## config.mk

```make
export PLATFORM = sky130hd
export DESIGN_NAME = t_ram_arb
export DESIGN_NICKNAME = d
export VERILOG_FILES = /design/src/rtl/t_ram_arb_pkg.sv /design/src/rtl/t_ram_arb_rsp.sv /design/src/rtl/t_ram_arb.sv
export SDC_FILE = /design/constraint.sdc
export NUM_CORES = 1
export LEC_CHECK = 0
export BUFFER_PORTS_ARGS = -buffer_cell sky130_fd_sc_hd__buf_2
export CORE_MARGIN = 5
export CORE_UTILIZATION = 26
export CTS_CLUSTER_SIZE = 20
export DETAILED_ROUTE_END_ITERATION = 10
export MAX_ROUTING_LAYER = met4
export PLACE_DENSITY_LB_ADDON = 0.15
export SLEW_MARGIN = 20
export SYNTH_ARGS = -nofsm -noshare
export SYNTH_HDL_FRONTEND = slang
export SYNTH_HIERARCHICAL = 1
export SYNTH_SLANG_ARGS = --single-unit
```

## constraint.sdc

```tcl
create_clock -name clk -period 1.3 [get_ports clk]
set_clock_uncertainty 0.2 [all_clocks]
set_input_delay 0.195 -clock clk [delete_from_list [all_inputs] [get_ports clk]]
set_output_delay 0.195 -clock clk [all_outputs]
set_load 0.03 [all_outputs]
```

## src/rtl/t_ram_arb_pkg.sv

```systemverilog
// t_ram_arb shared types: FSM state, requester count, read-owner tag.
// Build option: T_RAM_ARB_RD_REG_EN adds an output register on read return.
package t_ram_arb_pkg;

  localparam int NREQ = 2;

  typedef enum logic [1:0] {
    IDLE  = 2'd0,
    LOCK0 = 2'd1,
    LOCK1 = 2'd2
  } state_e;

  // one-hot owner of a read beat; all zero means no read
  typedef logic [NREQ-1:0] tag_t;

endpackage

```

## src/rtl/t_ram_arb_rsp.sv

```systemverilog
// Read-return pipeline: carries the owner tag alongside the RAM read.
// T_RAM_ARB_RD_REG_EN defined: extra output stage (L=2); else L=1.
module t_ram_arb_rsp
  import t_ram_arb_pkg::*;
#(
  parameter int DW = 16
) (
  input  logic          clk,
  input  logic          sys_rst,
  input  tag_t          rd_tag,
  input  logic [DW-1:0] ram_dout,
  output tag_t          rsp_valid,
  output logic [DW-1:0] rsp_data
);

  tag_t tag_q, tag_d;

  // tag follows the RAM's one-cycle registered read
  always_comb begin
    tag_d = rd_tag;
  end

  // tag register
  always_ff @(posedge clk) begin
    if (sys_rst) tag_q <= '0;
    else         tag_q <= tag_d;
  end

`ifdef T_RAM_ARB_RD_REG_EN
  tag_t          vld_q, vld_d;
  logic [DW-1:0] dat_q, dat_d;

  // capture read data when it arrives, hold it otherwise
  always_comb begin
    vld_d = tag_q;
    dat_d = dat_q;
    if (|tag_q) dat_d = ram_dout;
  end

  // output stage
  always_ff @(posedge clk) begin
    if (sys_rst) begin
      vld_q <= '0;
      dat_q <= '0;
    end else begin
      vld_q <= vld_d;
      dat_q <= dat_d;
    end
  end

  // drop any strobe while reset is held
  always_comb begin
    rsp_valid = sys_rst ? '0 : vld_q;
    rsp_data  = dat_q;
  end
`else
  // data straight from the RAM; strobe suppressed under reset
  always_comb begin
    rsp_valid = sys_rst ? '0 : tag_q;
    rsp_data  = sys_rst ? '0 : ram_dout;
  end
`endif

endmodule

```

## src/rtl/t_ram_arb.sv

```systemverilog
// Round-robin arbiter with locked bursts for the shared covariance RAM.
// T_RAM_ARB_RD_REG_EN selects read latency 2 (default 1).
module t_ram_arb
  import t_ram_arb_pkg::*;
#(
  parameter int DW = 16,
  parameter int AW = 4
) (
  input  logic            clk,
  input  logic            sys_rst,
  input  logic [NREQ-1:0] req_valid,
  output logic [NREQ-1:0] req_ready,
  input  logic [NREQ-1:0] req_we,
  input  logic [NREQ-1:0] req_lock,
  input  logic [AW-1:0]   req_addr0,
  input  logic [AW-1:0]   req_addr1,
  input  logic [DW-1:0]   req_wdata0,
  input  logic [DW-1:0]   req_wdata1,
  output logic [NREQ-1:0] rsp_valid,
  output logic [DW-1:0]   rsp_data,
  output logic            ram_en,
  output logic            ram_we,
  output logic [AW-1:0]   ram_addr,
  output logic [DW-1:0]   ram_din,
  input  logic [DW-1:0]   ram_dout
);

  state_e          state_q, state_d;
  logic            rr_q, rr_d;
  logic [NREQ-1:0] gnt;
  tag_t            rd_tag;

  // grant: round-robin when idle, owner-only when locked
  always_comb begin
    req_ready = '0;
    unique case (state_q)
      IDLE: begin
        if (req_valid[0] && (!req_valid[1] || !rr_q))
          req_ready = 2'b01;
        else if (req_valid[1])
          req_ready = 2'b10;
      end
      LOCK0:   req_ready = {1'b0, req_valid[0]};
      LOCK1:   req_ready = {req_valid[1], 1'b0};
      default: req_ready = '0;
    endcase
    if (sys_rst) req_ready = '0;
  end

  // next state and round-robin pointer from the granted beat
  always_comb begin
    gnt     = req_valid & req_ready;
    state_d = state_q;
    rr_d    = rr_q;
    unique case (1'b1)
      gnt[0]: begin
        state_d = req_lock[0] ? LOCK0 : IDLE;
        rr_d    = 1'b1;
      end
      gnt[1]: begin
        state_d = req_lock[1] ? LOCK1 : IDLE;
        rr_d    = 1'b0;
      end
      default: ;
    endcase
  end

  // state register
  always_ff @(posedge clk) begin
    if (sys_rst) begin
      state_q <= IDLE;
      rr_q    <= 1'b0;
    end else begin
      state_q <= state_d;
      rr_q    <= rr_d;
    end
  end

  // RAM drive from the winner, zero when nobody wins
  always_comb begin
    ram_en   = |gnt;
    ram_we   = 1'b0;
    ram_addr = '0;
    ram_din  = '0;
    rd_tag   = gnt & ~req_we;
    if (gnt[0]) begin
      ram_we   = req_we[0];
      ram_addr = req_addr0;
      ram_din  = req_wdata0;
    end else if (gnt[1]) begin
      ram_we   = req_we[1];
      ram_addr = req_addr1;
      ram_din  = req_wdata1;
    end
  end

  t_ram_arb_rsp #(
    .DW(DW)
  ) u_rsp (
    .clk      (clk),
    .sys_rst  (sys_rst),
    .rd_tag   (rd_tag),
    .ram_dout (ram_dout),
    .rsp_valid(rsp_valid),
    .rsp_data (rsp_data)
  );

endmodule
```

==> results of run 1 <==
==> area by class of cell <==
cell class | instances | area share, %
Clock buffer | 4 | 1.44
Inverter | 2 | 0.411
Multi-Input combinational cell | 54 | 40.0
Sequential cell | 5 | 5.83
Tap cell | 30 | 2.06
Timing Repair Buffer | 122 | 50.2
==> per-layer routing <==
layer	GRT usage, %	vias to the layer above
li1	-	500
met1	16.9	467
met2	30.4	49
met3	1.05	0
met4	3.72	0
met5	-	-
==> sequential cells by signal, summed over array words and instances, names as in the netlist <==
signal and flops:
rr_q 1, u_rsp/tag_q 2, state_q 2
==> kinds of logic after synthesis <==
| group | after synthesis | synth area share [%] |
|---|---|---|
| AO/OA/AOI/OAI | 26 | 33.0 |
| buffers and inverters | 8 | 10.5 |
| flip-flops | 5 | 14.7 |
| AND/OR/NAND/NOR | 28 | 41.8 |
==> path summary, 6_finish.rpt <==
kind	end	slack, ps	depth (start not counted)
max	ram_din[10]	-620	6
max reg2reg	rr_q$_SDFFE_PP0P_	-90	5
min reg2reg	rr_q$_SDFFE_PP0P_	310	2
min	state_q[0]$_SDFFE_PP0P_	50	2
==> through the flow <==
stage	setup slack [ps]	hold slack [ps]	setup TNS, ps	total power, uW
2_1_floorplan	-250	67.8	-4680	576
5_1_grt	-665	39.2	-16970	1210
3_3_place_gp	-362	211	-9520	781
3_5_place_dp	-402	212	-10690	791
4_1_cts	-632	36.2	-16520	1140
6_report	-622	47.5	-14930	1140
==> layout by cell type, fill, tap and decap left out, types with 3 or more instances in the layout <==
master,n
clkbuf_4,3
nor2b_4,4
buf_16,3
buf_2,81
buf_4,6
a22o_4,21
nor2b_2,16
buf_6,27
==> power by group <==
group          switching (uW)  total [uW]  internal, uW
Sequential               7.88         172           164
Combinational             384         798           414
Clock                    57.4         173           116
==> repair_timing <==
item                       in CTS  in global routing
gates cloned                    3                  0
setup buffers                   4                  1
pin swaps                       7                  2
hold endpoints to repair        1                  0
hold buffers                    1                  0
resized for setup              65                  6
setup endpoints to repair      45                 46
==> results_dict.tcl, run 1 <==
set metrics [dict create \
    crit_type "reg -> out" \
    grt_max_degree 25 \
    postRouteAntennaNets 0 \
    drive_gt1_share_pct 95.2 \
    powerDensity_nw_per_um2 626 \
    worstPathMaxFanout 5 \
    ys_warn_count 6 \
    regArea_sq_um 106 \
    die_area_sq_um 3750 \
    worst_ep_arrival_time_ps 1530 \
    fin_cells 217 \
    final_nets 252 \
    start_util_pct 27.3 \
    diodes 0 \
    drt_pass1_iterations 4 \
    synth_cell_type_count 18 \
    syn_inst 67 \
    top_layer "met3" \
    post-route-period-util_pct 148 \
    grt_overflow_total 0 \
    cp-end-kind "output port" \
    hold_path.class "in -> reg" \
    setup_slack_ps -622 \
    synth_area_leaders "a22o_1 (24%), nor2b_2 (21%), dfxtp_1 (15%)" \
    maxCapViolCount 0 \
    synth_edf_count 0 \
    syn-cell-area_sq_um 682 \
    place_congestion 0.854 \
    rsz0062_at_grt "yes" \
    syn-num-nets 131 \
    nFillCells 170 \
    critPathMaxStageDelay_ps 310 \
    htreeDepth 1 \
    crit_path_frequent_cell "buf_6" \
    outcome "finished with violations" \
    routedWlPerCell_microns 14.0 \
    port_buffers 105 \
    drt-initial-drc-count 21 \
    via_count 1016 \
    pin_count 106 \
    p_leak_uw 0.000972 \
    dp_hpwl_microns 2290 \
    cpLargestDelayFamily "buffers and inverters" \
    tritoncts "built" \
    slowest_stage "dfxtp_2" \
    drt-met1-wl_microns 921 \
    clkLatencyLatePin_ps 230 \
    grt_pass1_vias 981 \
    core_area_sq_um 2500 \
    synth.avg_cell_area_sq_um 10.2 \
    synth_top_area_share_pct 24.4 \
    post-synth-top-area-cell "a22o_1" \
    r2r_start "state_q[0]$_SDFFE_PP0P_" \
    slew_violations 0 \
    crit_chain "and3b_4 -> nor3_4 -> buf_6 -> buf_16 -> a22o_4 -> buf_6" \
    ctsLongestPathBuffers 2 \
    place_inst 204 \
    grt_use_total_pct 15.6 \
    final_area_sq_um 1830 \
    ys.flop_type "dfxtp_1" \
    vdd_ir_drop_max_mv 0.582 \
    die_x_microns 61.2 \
    cts.clk_slew.worst_paths_ps 40 \
    clock_sink_count 5 \
    yosysSeqAreaShare_pct 14.7 \
    die_h_microns 61.2 \
    setup_violations 46 \
    yosysMostFrequentCell "a22o_1" \
    slew_headroom_pct 80.3 \
    grt_antenna_before_repair 0 \
    cts_buffers 3 \
    routed_wl_microns 3040 \
    synthArstFlopShare_pct 0 \
    drc 0 \
    wl_met3_microns 269 \
    synthTopCellsByCount "a22o_1 (19), nor2b_2 (16), buf_6 (5), dfxtp_1 (5), nor2b_4 (4)" \
    wl_met2_microns 1850 \
    worstSetupStartpointType "flop" \
    period_needed_ps 1920 \
    worst_pin_slew_ps 295 \
    critical_path_buf_inv_count 3 \
    grt_pass1_wl_microns 4380 \
    max_freq_ghz 0.520 \
    violations "negative setup slack" \
    multi_input_area_sq_um 731 \
    cts_root_buf "clkbuf_4" \
    crit_path_start "state_q[0]$_SDFFE_PP0P_" \
    worstHoldStart "req_lock[0]" \
    utilization_pct 73.0 \
    place_area_sq_um 1420 \
    syn_to_final_growth_pct 168 \
    ys_ff_latch 5 \
    required_ps 900 \
    row_count 18 \
    hold_viol_final 0 \
    via_per_inst 4.68 \
]
(Power assumes the default switching activity.)
==> run 2: changes to the inputs <==
--- a/config.mk
+++ b/config.mk
@@ -7,7 +7,7 @@
 export LEC_CHECK = 0
 export BUFFER_PORTS_ARGS = -buffer_cell sky130_fd_sc_hd__buf_2
 export CORE_MARGIN = 5
-export CORE_UTILIZATION = 26
+export CORE_UTILIZATION = 29
 export CTS_CLUSTER_SIZE = 20
 export DETAILED_ROUTE_END_ITERATION = 10
 export MAX_ROUTING_LAYER = met4
==> constraint.sdc (replaced) <==
create_clock -name clk -period 1.78 [get_ports clk]
set_clock_uncertainty 0.2 [all_clocks]
set_input_delay 0.267 -clock clk [delete_from_list [all_inputs] [get_ports clk]]
set_output_delay 0.267 -clock clk [all_outputs]
set_load 0.03 [all_outputs]
==> run 2 against run 1 <==
Compared with the run above:
- the flow still finishes with violations (negative setup slack)
- total power down 37%
- count of clock-buffer cells in the layout unchanged
- die area down 8.7%
- via count down 5.3%
- flip-flop and latch count unchanged
- combinational power down 42%
- utilization down 7.6 points
- design area down 20%
- sequential share of layout area up 1.5 points
- sequential power down 27%
- critical path type unchanged
- highest routed layer unchanged
==> results_dict.tcl, run 2 (same netlist as run 1, synthesis figures left out) <==
set metrics [dict create \
    outcome "finished with violations" \
    violations "negative setup slack" \
    tns_ps -3340 \
    drt_pass1_iterations 4 \
    worst_ep_arrival_time_ps 1510 \
    crit_chain "and3b_4 -> nor3_4 -> buf_12 -> a22o_1 -> buf_6" \
    worst_pin_slew_ps 369 \
    vdd_ir_drop_max_mv 0.399 \
    slew_violations 0 \
    grt_use_total_pct 17.1 \
    via_count 962 \
    slew_headroom_pct 75.4 \
    worstPathMaxFanout 21 \
    critPathMaxStageDelay_ps 330 \
    utilization_pct 65.4 \
    max_freq_ghz 0.505 \
    start_util_pct 30.5 \
    final_common_cell "buf_2" \
    cpLargestDelayFamily "simple AND/OR/NAND/NOR gates" \
    period_needed_ps 1980 \
    diodes 0 \
    cts.clk_slew.worst_paths_ps 40 \
    routed_wl_microns 2920 \
    port_buffers 105 \
    drt-initial-drc-count 34 \
    tritoncts "built" \
    place_congestion 0.887 \
    ctsLongestPathBuffers 2 \
    final_nets 245 \
    slowest_stage "dfxtp_2" \
    pin_count 106 \
    grt_max_degree 24 \
    syn_to_final_growth_pct 114 \
    hold_path.class "in -> reg" \
    setup_violations 22 \
    htreeDepth 1 \
    clock_sink_count 5 \
    powerDensity_nw_per_um2 495 \
    row_count 17 \
    p_leak_uw 0.000790 \
    cts_buffers 3 \
    clkLatencyLatePin_ps 240 \
    crit_type "reg -> out" \
    drive_gt1_share_pct 83.3 \
    grt_antenna_before_repair 0 \
    via_per_inst 4.63 \
    die_x_microns 58.5 \
    holdWs_ps 46.5 \
    post-route-period-util_pct 111 \
    r2r_start "state_q[1]$_SDFFE_PP0P_" \
    drc 0 \
    setup_slack_ps -202 \
    core_area_sq_um 2230 \
    critical_path_buf_inv_count 2 \
    crit_path_start "state_q[0]$_SDFFE_PP0P_" \
    die_area_sq_um 3420 \
    power_uw 723 \
    cp-end-kind "output port" \
    cts_root_buf "clkbuf_4" \
    routedWlPerCell_microns 14.0 \
    maxCapViolCount 0 \
    grt_pass1_vias 966 \
    worstHoldStart "req_lock[1]" \
    rsz0062_at_grt "yes" \
    postRouteAntennaNets 0 \
    reg_top3 "state_q (2), u_rsp/tag_q (2), rr_q (1)" \
    die_h_microns 58.5 \
    required_ps 1310 \
    grt_overflow_total 0 \
    preCtsSetupSlack_ps -41.0 \
    hold_viol_final 0 \
    worstSetupStartpointType "flop" \
    layout_common_cells "buf_2 (82), buf_6 (21), a22o_1 (19), nor2b_2 (16), buf_4 (10)" \
    grt_pass1_wl_microns 4530 \
]
[run 2: final timing paths]
path / endpoint / slack, ps / depth (start not counted)
worst max-delay path: ram_din[6] / -200 / 5
worst max register to register: rr_q$_SDFFE_PP0P_ / 280 / 5
worst min register to register: rr_q$_SDFFE_PP0P_ / 310 / 2
worst min-delay path: state_q[1]$_SDFFE_PP0P_ / 50 / 2
[run 2: worst register-to-register path, stage by stage (launching register included)]
cell,delay [ps]
dfxtp_4,350
nor3b_4,250
nor3_4,90
buf_12,150
buf_4,140
a211oi_1,220
[run 2: metal layers]
metal  part of all wire, %  wire length [microns]  global-route usage [%]  vias to the layer above
li1                      -                      -                       -                      479
met1                    32                    924                    15.2                      436
met2                    59                   1720                    34.0                       47
met3                   9.5                    278                    4.61                        0
met4                     0                      0                    5.96                        0
met5                     0                      0                       -                        -
[run 2: through the flow]
| step | area (sq um) | instances |
|---|---|---|
| floorplan | 682 | 67 |
| global placement | 1250 | 200 |
| detailed placement | 1250 | 200 |
| CTS | 1430 | 206 |
| global route | 1460 | 208 |
| finish | 1460 | 208 |
[run 2: cell type report]
type | count | area (sq um)
flip-flops and latches | 5 | 106
multi-input cells | 54 | 524
well taps | 28 | 35.0
clock buffers | 4 | 26.3
fillers | 181 | 772
repair buffers | 115 | 762
inverters | 2 | 7.51
[run 2: timing repair]
action	4_1_cts	5_1_grt
hold buffers	0	0
pin swaps	1	2
setup buffers	2	2
endpoints found under the setup margin	23	24
resized for setup	46	4
[run 2: report_power, final]
part           leakage (uW)  internal, uW  switching (uW)  total (uW)
Clock             0.0000150          84.7            45.7         130
Sequential        0.0000423           120            6.85         126
Combinational      0.000733           225             242         466
==> run 3: changes to the inputs <==
--- a/config.mk
+++ b/config.mk
@@ -5,9 +5,10 @@
 export SDC_FILE = /design/constraint.sdc
 export NUM_CORES = 1
 export LEC_CHECK = 0
+export ABC_AREA = 1
 export BUFFER_PORTS_ARGS = -buffer_cell sky130_fd_sc_hd__buf_2
 export CORE_MARGIN = 5
-export CORE_UTILIZATION = 29
+export CORE_UTILIZATION = 28
 export CTS_CLUSTER_SIZE = 20
 export DETAILED_ROUTE_END_ITERATION = 10
 export MAX_ROUTING_LAYER = met4
@@ -17,3 +18,4 @@
 export SYNTH_HDL_FRONTEND = slang
 export SYNTH_HIERARCHICAL = 1
 export SYNTH_SLANG_ARGS = --single-unit
+export TNS_END_PERCENT = 5
==> run 3 against run 2 <==
Compared with the run above:
- the flow still finishes with violations (negative setup slack)
- die area up 0.12%
- utilization down 2.4 points
- final cell count up 33%
- via count up 18%
- routed wire length down 0.99%
- critical path depth up 4
- clock power about the same
- count of clock-buffer cells in the layout unchanged
- combinational power down 14%
- largest cell class unchanged
- highest routed layer unchanged
==> results_dict.tcl, run 3 <==
set metrics [dict create \
    drive_gt1_share_pct 50.0 \
    grt_pass1_wl_microns 4360 \
    yosysMostFrequentCell "nand2_1" \
    rsz0062_at_grt "yes" \
    core_area_sq_um 2230 \
    htreeDepth 1 \
    worst_ep_arrival_time_ps 1340 \
    worstSetupStartpointType "flop" \
    tritoncts "built" \
    top_layer "met3" \
    cts_buffers 3 \
    syn-cell-area_sq_um 659 \
    synth.avg_cell_area_sq_um 4.74 \
    synth_edf_count 0 \
    start_util_pct 29.5 \
    via_count 1132 \
    wl_met3_microns 275 \
    synthArstFlopShare_pct 0 \
    cts_setup_buffers 0 \
    routedWlPerCell_microns 10.5 \
    syn_inst 139 \
    critPathMaxStageDelay_ps 320 \
    wl_met2_microns 1610 \
    grt_use_total_pct 16.1 \
    ctsLongestPathBuffers 2 \
    ys_ff_latch 5 \
    grt_antenna_before_repair 0 \
    drt_pass1_iterations 4 \
    synth_area_leaders "nand2_1 (39%), dfxtp_1 (15%), nor2_1 (14%)" \
    die_x_microns 58.5 \
    cp-end-kind "output port" \
    vdd_ir_drop_max_mv 0.452 \
    maxCapViolCount 0 \
    crit_chain "inv_2 -> nand2_2 -> nor2_1 -> nand2_1 -> inv_2 -> buf_12 -> nand2_1 -> nand2_1 -> buf_6" \
    synth_top_area_share_pct 39.3 \
    cpLargestDelayFamily "buffers and inverters" \
    via_per_inst 4.10 \
    syn_to_final_growth_pct 113 \
    post-synth-top-area-cell "nand2_1" \
    die_area_sq_um 3430 \
    drt-met1-wl_microns 1010 \
    layout_common_cells "buf_2 (82), nand2_1 (65), nor2_1 (24), inv_1 (23), buf_6 (21)" \
    required_ps 1310 \
    utilization_pct 63.0 \
    ff2ff_setup_slack_ps 510 \
    post-route-period-util_pct 102 \
    hold_path.class "in -> reg" \
    clkLatencyLatePin_ps 230 \
    ys_warn_count 6 \
    synthTopCellsByCount "nand2_1 (69), nor2_1 (24), inv_1 (23), dfxtp_1 (5), buf_6 (4)" \
    reg_top3 "state_q (2), u_rsp/tag_q (2), rr_q (1)" \
    worstPathMaxFanout 12 \
    final_nets 313 \
    outcome "finished with violations" \
    powerDensity_nw_per_um2 462 \
    clock_sink_count 5 \
    grt_pass1_vias 1084 \
    holdBufCountCts 0 \
    routed_wl_microns 2890 \
    setup_violations 21 \
    crit_type "reg -> out" \
    max_freq_ghz 0.553 \
    diodes 0 \
    nFillCells 208 \
    critical_path_buf_inv_count 4 \
    drc 0 \
    worst_pin_slew_ps 194 \
    slew_headroom_pct 87.0 \
    dp_hpwl_microns 2240 \
    final_common_cell "buf_2" \
    postRouteAntennaNets 0 \
    violations "negative setup slack" \
    syn-num-nets 203 \
    p_leak_uw 0.000938 \
    hold_viol_final 0 \
    place_congestion 0.815 \
    cts.clk_slew.worst_paths_ps 40 \
    yosysSeqAreaShare_pct 15.2 \
    ys.flop_type "dfxtp_1" \
    grt_overflow_total 0 \
    slowest_stage "dfxtp_2" \
    synth_cell_type_count 13 \
    die_h_microns 58.5 \
    crit_path_frequent_cell "nand2_1" \
    setup_slack_ps -29.0 \
    grt_max_degree 23 \
    pin_count 106 \
    row_count 17 \
    slew_violations 0 \
    holdWs_ps 73.5 \
    cts_root_buf "clkbuf_4" \
    port_buffers 105 \
    drt-initial-drc-count 35 \
    period_needed_ps 1810 \
]
[run 3: cell count changes in the layout (fill, tap and decap cells not counted), moves of 3 or more]
cell | previous run | this run
nand2_1 | 0 | 65
nor2_1 | 0 | 24
inv_1 | 2 | 23
a22o_1 | 19 | 0
nor2b_2 | 16 | 0
nand2_2 | 0 | 5
buf_4 | 10 | 6
nor2b_4 | 4 | 0
nand3_1 | 0 | 3
[run 3: metal layers]
layer  track usage [%]  vias to the layer above
met4              2.98                        0
met1              15.3                      463
li1                  -                      617
met2              33.3                       52
met3              2.41                        0
met5                 -                        -
[run 3: path summary, 6_finish.rpt]
check,from,endpoint,cells past startpoint
worst max-delay path,state_q[1]$_SDFFE_PP0P_,ram_din[4],9
worst min-delay path,req_we[0],u_rsp/tag_q[0]$_SDFF_PP0_,4
worst max register to register,state_q[1]$_SDFFE_PP0P_,state_q[0]$_SDFFE_PP0P_,8
worst min register to register,state_q[1]$_SDFFE_PP0P_,state_q[1]$_SDFFE_PP0P_,2
[run 3: timing repair]
action                                  in CTS  in global routing
endpoints found under the setup margin      22                 23
resized for setup                           45                  7
endpoints found under the hold margin        0                  0
pin swaps                                   17                  5
[run 3: tightest hold or removal path, cell delays in order]
cell    delay (ps)
buf_2           90
nor2_1          40
inv_1           40
nor2_1          30
[run 3: logic make-up (layout without fill, tap and decap cells)]
family                 Yosys count  in the layout  share of synthesized area (%)
AOI/OAI and AO/OA                4              4                           3.03
buffers and inverters           32            141                           24.1
DFF                              5              5                           15.2
and+or+nand+nor                 98             98                           57.7
[run 3: through the flow]
step | instances | power, uW | area, sq um | setup WS (ps) | setup TNS [ps]
final | 276 | 650 | 1410 | -29.0 | -220
after global routing | 276 | 699 | 1410 | -160 | -2820
after CTS | 276 | 651 | 1400 | -15.2 | -119
after detailed placement | 272 | 472 | 1230 | 59.7 | 0
after global placement | 272 | 471 | 1230 | 74.3 | 0
after floorplan | 139 | 330 | 659 | 174 | 0
[run 3: where the power goes]
| part | internal [uW] | switching (uW) |
|---|---|---|
| logic | 171 | 231 |
| registers | 117 | 2.45 |
| clock network | 84.6 | 43.7 |
| total | 373 | 277 |
[run 3: cell type report]
cell class	count	area [sq um]	share of cell area, %
Clock buffer	4	26.3	1.87
Inverter	26	103	7.29
Multi-Input combinational cell	102	410	29.2
Sequential cell	5	101	7.20
Tap cell	28	35.0	2.49
Timing Repair Buffer	111	732	52.0
